[config.mk]
export PLATFORM = sky130hd
export DESIGN_NAME = pill_feeder
export DESIGN_NICKNAME = d
export VERILOG_FILES = /design/src/rtl/pill_feeder.sv
export SDC_FILE = /design/constraint.sdc
export NUM_CORES = 1
export LEC_CHECK = 0
export ABC_CLOCK_PERIOD_IN_PS = 4100
export CORE_UTILIZATION = 45
export DETAILED_ROUTE_END_ITERATION = 6
export GPL_TIMING_DRIVEN = 0
export PLACE_DENSITY_LB_ADDON = 0.3
export SLEW_MARGIN = 20
export SYNTH_ARGS = -nofsm -noshare
export SYNTH_HDL_FRONTEND = slang
export SYNTH_SLANG_ARGS = --single-unit
[constraint.sdc]
create_clock -name clk -period 4.1 [get_ports clk]
set_clock_uncertainty 0.2 [all_clocks]
set_input_delay 0.41 -clock clk [delete_from_list [all_inputs] [get_ports clk]]
set_output_delay 0.41 -clock clk [all_outputs]
set_load 0.03 [all_outputs]
[src/rtl/pill_feeder.sv]
// Pill dispense driver: paces the feed motor, emits one pill_pulse per pill,
// idles for a timed bottle swap on bottle_full and parks in DONE on finished.
module pill_feeder #(
   parameter int TICK_DIV   = 1000,
   parameter int SWAP_TICKS = 20
) (
   input  logic       clk,
   input  logic       reset_n,
   input  logic       start,
   input  logic       stop,
   input  logic       pause,
   input  logic [3:0] speed,
   input  logic       bottle_full,
   input  logic       finished,
   output logic       pill_pulse,
   output logic       motor_on,
   output logic       swap_busy,
   output logic [1:0] state
);

   localparam int PW = $clog2(TICK_DIV);
   localparam int SW = $clog2(SWAP_TICKS + 1);

   typedef enum logic [1:0] {
      S_IDLE = 2'b00,
      S_FEED = 2'b01,
      S_SWAP = 2'b10,
      S_DONE = 2'b11
   } state_t;

   state_t          state_q, state_d;
   logic [PW-1:0]   pre_q;
   logic [3:0]      gap_q, gap_d;
   logic [SW-1:0]   swap_q, swap_d;
   logic            pulse_q, pulse_d;
   logic            swap_busy_q;
   logic            tick;
   logic [3:0]      spd_c;
   logic [3:0]      gap_ld;
   logic            stall;

   // Free-running tick prescaler; never cleared by stop so pacing stays periodic.
   always_ff @(posedge clk or negedge reset_n) begin
      if (!reset_n)                          pre_q <= '0;
      else if (pre_q == PW'(TICK_DIV - 1))   pre_q <= '0;
      else                                   pre_q <= pre_q + 1'b1;
   end

   assign tick   = (pre_q == PW'(TICK_DIV - 1));
   assign spd_c  = (speed > 4'd9) ? 4'd9 : speed;
   assign gap_ld = 4'd10 - spd_c;
   assign stall  = (speed == 4'd0);

   always_ff @(posedge clk or negedge reset_n) begin
      if (!reset_n) begin
         state_q     <= S_IDLE;
         gap_q       <= '0;
         swap_q      <= '0;
         pulse_q     <= 1'b0;
         swap_busy_q <= 1'b0;
      end else begin
         state_q     <= state_d;
         gap_q       <= gap_d;
         swap_q      <= swap_d;
         pulse_q     <= pulse_d;
         swap_busy_q <= (state_d == S_SWAP);
      end
   end

   always_comb begin
      state_d = state_q;
      gap_d   = gap_q;
      swap_d  = swap_q;
      pulse_d = 1'b0;
      case (state_q)
         S_IDLE: begin
            if (start) begin
               state_d = S_FEED;
               gap_d   = gap_ld;
            end
         end
         S_FEED: begin
            if (bottle_full && pill_pulse) begin
               state_d = S_SWAP;
               swap_d  = SW'(SWAP_TICKS);
               gap_d   = '0;
            end else if (tick && !pause && !stall) begin
               // Reload samples speed here, so speed changes land at the next gap.
               if (gap_q <= 4'd1) begin
                  pulse_d = 1'b1;
                  gap_d   = gap_ld;
               end else begin
                  gap_d   = gap_q - 4'd1;
               end
            end
         end
         S_SWAP: begin
            if (!pause) begin
               if (swap_q == '0) begin
                  state_d = S_FEED;
                  gap_d   = gap_ld;
               end else if (tick) begin
                  swap_d  = swap_q - 1'b1;
               end
            end
         end
         S_DONE: begin
            if (!finished) state_d = S_IDLE;
         end
         default: state_d = S_IDLE;
      endcase

      if (finished && (state_q == S_FEED || state_q == S_SWAP)) begin
         state_d = S_DONE;
         gap_d   = '0;
         swap_d  = '0;
         pulse_d = 1'b0;
      end

      if (stop) begin
         state_d = S_IDLE;
         gap_d   = '0;
         swap_d  = '0;
         pulse_d = 1'b0;
      end
   end

   // finished masks a pulse already registered, so nothing escapes past the batch.
   assign pill_pulse = pulse_q & ~finished;
   assign motor_on   = (state_q == S_FEED) && !pause && !stall;
   assign swap_busy  = swap_busy_q;
   assign state      = state_q;

endmodule

==> out/results.tsv <==
stage	metric	value	unit
setup_path	data required time at the worst endpoint	3.49	ns
sta	Relative slew margins	63.30	%
global_routing	maximum number of pins on one net before global-route repair	24	
route	count of vias placed by the detailed router	1359	
cells_and_area	design area	1831	um2
cells_and_area	ratio of cells with drive above 1 in the final layout	10.53	%
floorplan	Die Y	61.82	um
route	Total Routed Length	3.300	mm
route	number of vias per cell	5.758	
setup_path	critical path class	reg -> out	
floorplan	number of placed I/O pins	16	
sta	Final Max Tran Viols	0	
floorplan	initial core utilization	47.51	%
power	Worst IR Drop VDD	0.0002644	V
sta	post-route minimum period	2.917	ns
synth	most frequently used flop master after synthesis	sky130_fd_sc_hd__dfrtp_1	
global_routing	Remaining Overflow, GRT	0	
floorplan	Std-Cell Core Area	3390	um2
hold_path	Hold Path Origin	stop	
synth	EDFF count, synth	0	
synth	number of distinct standard cells referenced by the synthesized netlist	51	
route	DR iter-0 viols	122	
synth	sequential area share after synthesis	35.74	%
sta	unrepaired setup endpoints after global routing	false	
clock_tree	maximum count of clock buffers along a single path	2	
synth	net count of the mapped netlist	194	
hold_path	Hold Crit Class	in -> reg	
setup_path	arrival time reported for the critical path endpoint	2.31	ns
placement	post-place instance area	1798	um2
sta	Final setup viols	0	
clock_tree	clk sink count	23	
clock_tree	H-tree depth	1	
placement	IO buf count	13	
power	total power per unit cell area	494.5	nW/um2
synth	Avg Synthesized Cell Area	9.362	um2
floorplan	Core Rows	21	
global_routing	initial antenna violation count	0	
clock_tree	Clk pin slew, worst setup/hold paths	0.13	ns
placement	detailed-placement wirelength estimate	2.541	mm
setup_path	CP endpoint kind	output pin	
route	DRC violations left	0	
placement	GP Congestion	0.8448	
power	leakage component of the power	0.0007786	uW
clock_tree	number of CTS-inserted buffers	3	
clock_tree	total of cells resized after clock tree synthesis	0	
synth	cell count after synthesis	172	
setup_path	CP Launch Point	state[1]$_DFF_PN0_	
sta	accumulated negative setup slack	0	ns
clock_tree	insertion delay to the later sink of the worst-skew pair	0.31	ns
synth	Syn. warnings	0	
cells_and_area	Antenna Cells	0	
sta	actual transition at the worst max-transition pin	0.5420	ns
clock_tree	Post-CTS Setup Bufs	0	
global_routing	overall global routing resource usage	19.97	%
setup_path	startpoint of the most critical register-to-register path	swap_q[0]$_DFFE_PN0P_	
synth	cell area after technology mapping	1610	um2
route	Antenna Nets Post-Route	0	
route	total iterations of the first detailed-routing run	5	
clock_tree	clock tree from TritonCTS	done	
synth	async set-or-reset flop fraction in the synthesized netlist	100.0	%
power	Tot Pwr	905.2	uW
cells_and_area	area delta synth->final	13.68	%
synth	total of flip-flops plus latches after synthesis	23	
sta	peak clock frequency supported by timing	342.8	MHz
floorplan	chip width	61.82	um
route	routed length per placed instance	13.98	um
cells_and_area	Total Nets Final	213	
job	Max Cap Viol	0	
global_routing	vias in the first global route	1336	
clock_tree	root buffer cell	sky130_fd_sc_hd__clkbuf_4	
setup_path	type of origin of the critical path	flip-flop	
status	run status	finished, final reports clean	
sta	Fin. Hold Viols	0	
global_routing	wire length of the first global-routing pass	5.720	mm
setup_path	largest driver fanout on the critical path	10	
sta	share of the clock period used by the worst path after layout	71.16	%
floorplan	Die Area	3822	um2
==> synth_stat cells, drive strengths merged (2+ instances only) <==
cell / n / area share (%)
xor2: 4 / 2.2
a21o: 2 / 0.93
nand2b: 3 / 1.2
o31ai: 4 / 1.9
and2: 2 / 0.78
mux2i: 2 / 1.2
xnor2: 4 / 2.2
o22ai: 2 / 0.78
ha: 11 / 8.5
o21ai: 10 / 3.1
a221oi: 2 / 2.2
nand3b: 3 / 2.2
a21oi: 7 / 2.6
mux2: 2 / 1.9
nor2: 16 / 3.7
nor2b: 4 / 1.6
o21a: 2 / 0.93
o211ai: 2 / 0.93
buf: 3 / 0.93
nor3: 7 / 3.2
nor4: 2 / 0.78
a31oi: 3 / 1.2
dfrtp: 23 / 36
inv: 11 / 2.6
nand2: 12 / 2.8
o311ai: 2 / 1.1
nand3: 11 / 3.4
==> cell usage in the layout (no fill, tap or decap), types with 5 or more instances in the layout <==
master / instances
sky130_fd_sc_hd__nand2_1: 12
sky130_fd_sc_hd__nand3_1: 11
sky130_fd_sc_hd__inv_1: 10
sky130_fd_sc_hd__a21oi_1: 5
sky130_fd_sc_hd__dfrtp_1: 23
sky130_fd_sc_hd__ha_1: 11
sky130_fd_sc_hd__nor2_1: 16
sky130_fd_sc_hd__nor3_1: 5
sky130_fd_sc_hd__o21ai_0: 9
sky130_fd_sc_hd__clkdlybuf4s50_1: 12
==> worst max-delay path, stage by stage (launching register included) <==
cell and delay [ns]:
sky130_fd_sc_hd__dfrtp_1 0.46, sky130_fd_sc_hd__inv_1 0.13, sky130_fd_sc_hd__ha_1 0.23, sky130_fd_sc_hd__clkbuf_1 0.32, sky130_fd_sc_hd__and2_1 0.19, sky130_fd_sc_hd__clkdlybuf4s50_1 0.66
==> power breakdown <==
part	total, uW	switching (uW)	leakage [uW]	internal (uW)
registers	306	41.4	0.000297	265
clock network	105	68.9	0.0000177	36.5
logic	494	276	0.000464	218
total	905	386	0.000779	519
==> state kept, by name, summed over array words and instances (netlist names) <==
name / cells
gap_q: 4
pulse_q: 1
state: 2
swap_q: 5
pre_q: 10
swap_busy: 1
==> repair_timing <==
action,CTS,global route
endpoints found under the setup margin,0,0
hold endpoints to repair,0,23
hold buffers,0,1
==> per-layer routing <==
layer / track usage (%) / vias up / wire, um
met5: 0 / - / 0
met4: 4.762 / 0 / 22
met3: 4.969 / 4 / 100
met2: 35.79 / 28 / 1656
met1: 24.01 / 664 / 1520
li1: - / 663 / -
==> area by class of cell <==
class	instances	area [um2]
plain buffers	4	18.77
multi-input cells	134	974.7
clock inverters	1	5.005
flip-flops and latches	23	575.6
repair buffers	14	135.1
fillers	314	1559
inverters	11	41.29
well taps	46	57.56
clock buffers	3	22.52
==> metrics by stage <==
| stage | utilization (%) | instances | hold WS, ns | setup WS (ns) |
|---|---|---|---|---|
| CTS | 53.86 | 235 | 0.1616 | 1.169 |
| finish | 54.01 | 236 | 0.1710 | 1.183 |
| detailed placement | 53.05 | 231 | 0.2861 | 1.403 |
| global route | 54.01 | 236 | 0.1599 | 0.9852 |
| floorplan | - | 172 | -0.08559 | 1.771 |
| global placement | 53.05 | 231 | 0.2699 | 1.406 |
==> logic make-up (layout without fill, tap and decap cells) <==
family | count (synthesis) | in the layout | share of synthesized area [%]
AOI/OAI and AO/OA | 46 | 46 | 21.21
xor gates and xnor gates | 8 | 8 | 4.351
adders and majority gates | 11 | 11 | 8.547
buffers and inverters | 15 | 33 | 3.729
DFF | 23 | 23 | 35.74
muxes | 4 | 4 | 3.108
and+or+nand+nor | 65 | 65 | 23.31
==> worst paths after layout <==
check                                        end  slack, ns  depth (start not counted)
setup / recovery                        motor_on       1.18                          5
hold / removal                state[0]$_DFF_PN0_       0.17                          2
setup reg to reg            gap_q[1]$_DFFE_PN0P_       1.67                          6
hold reg to reg               pre_q[0]$_DFF_PN0_       0.30                          1
max in group asynchronous     pre_q[8]$_DFF_PN0_       2.95                          2
min in group asynchronous  swap_q[1]$_DFFE_PN0P_       0.39                          2
Power figures use the tool's default switching activity.
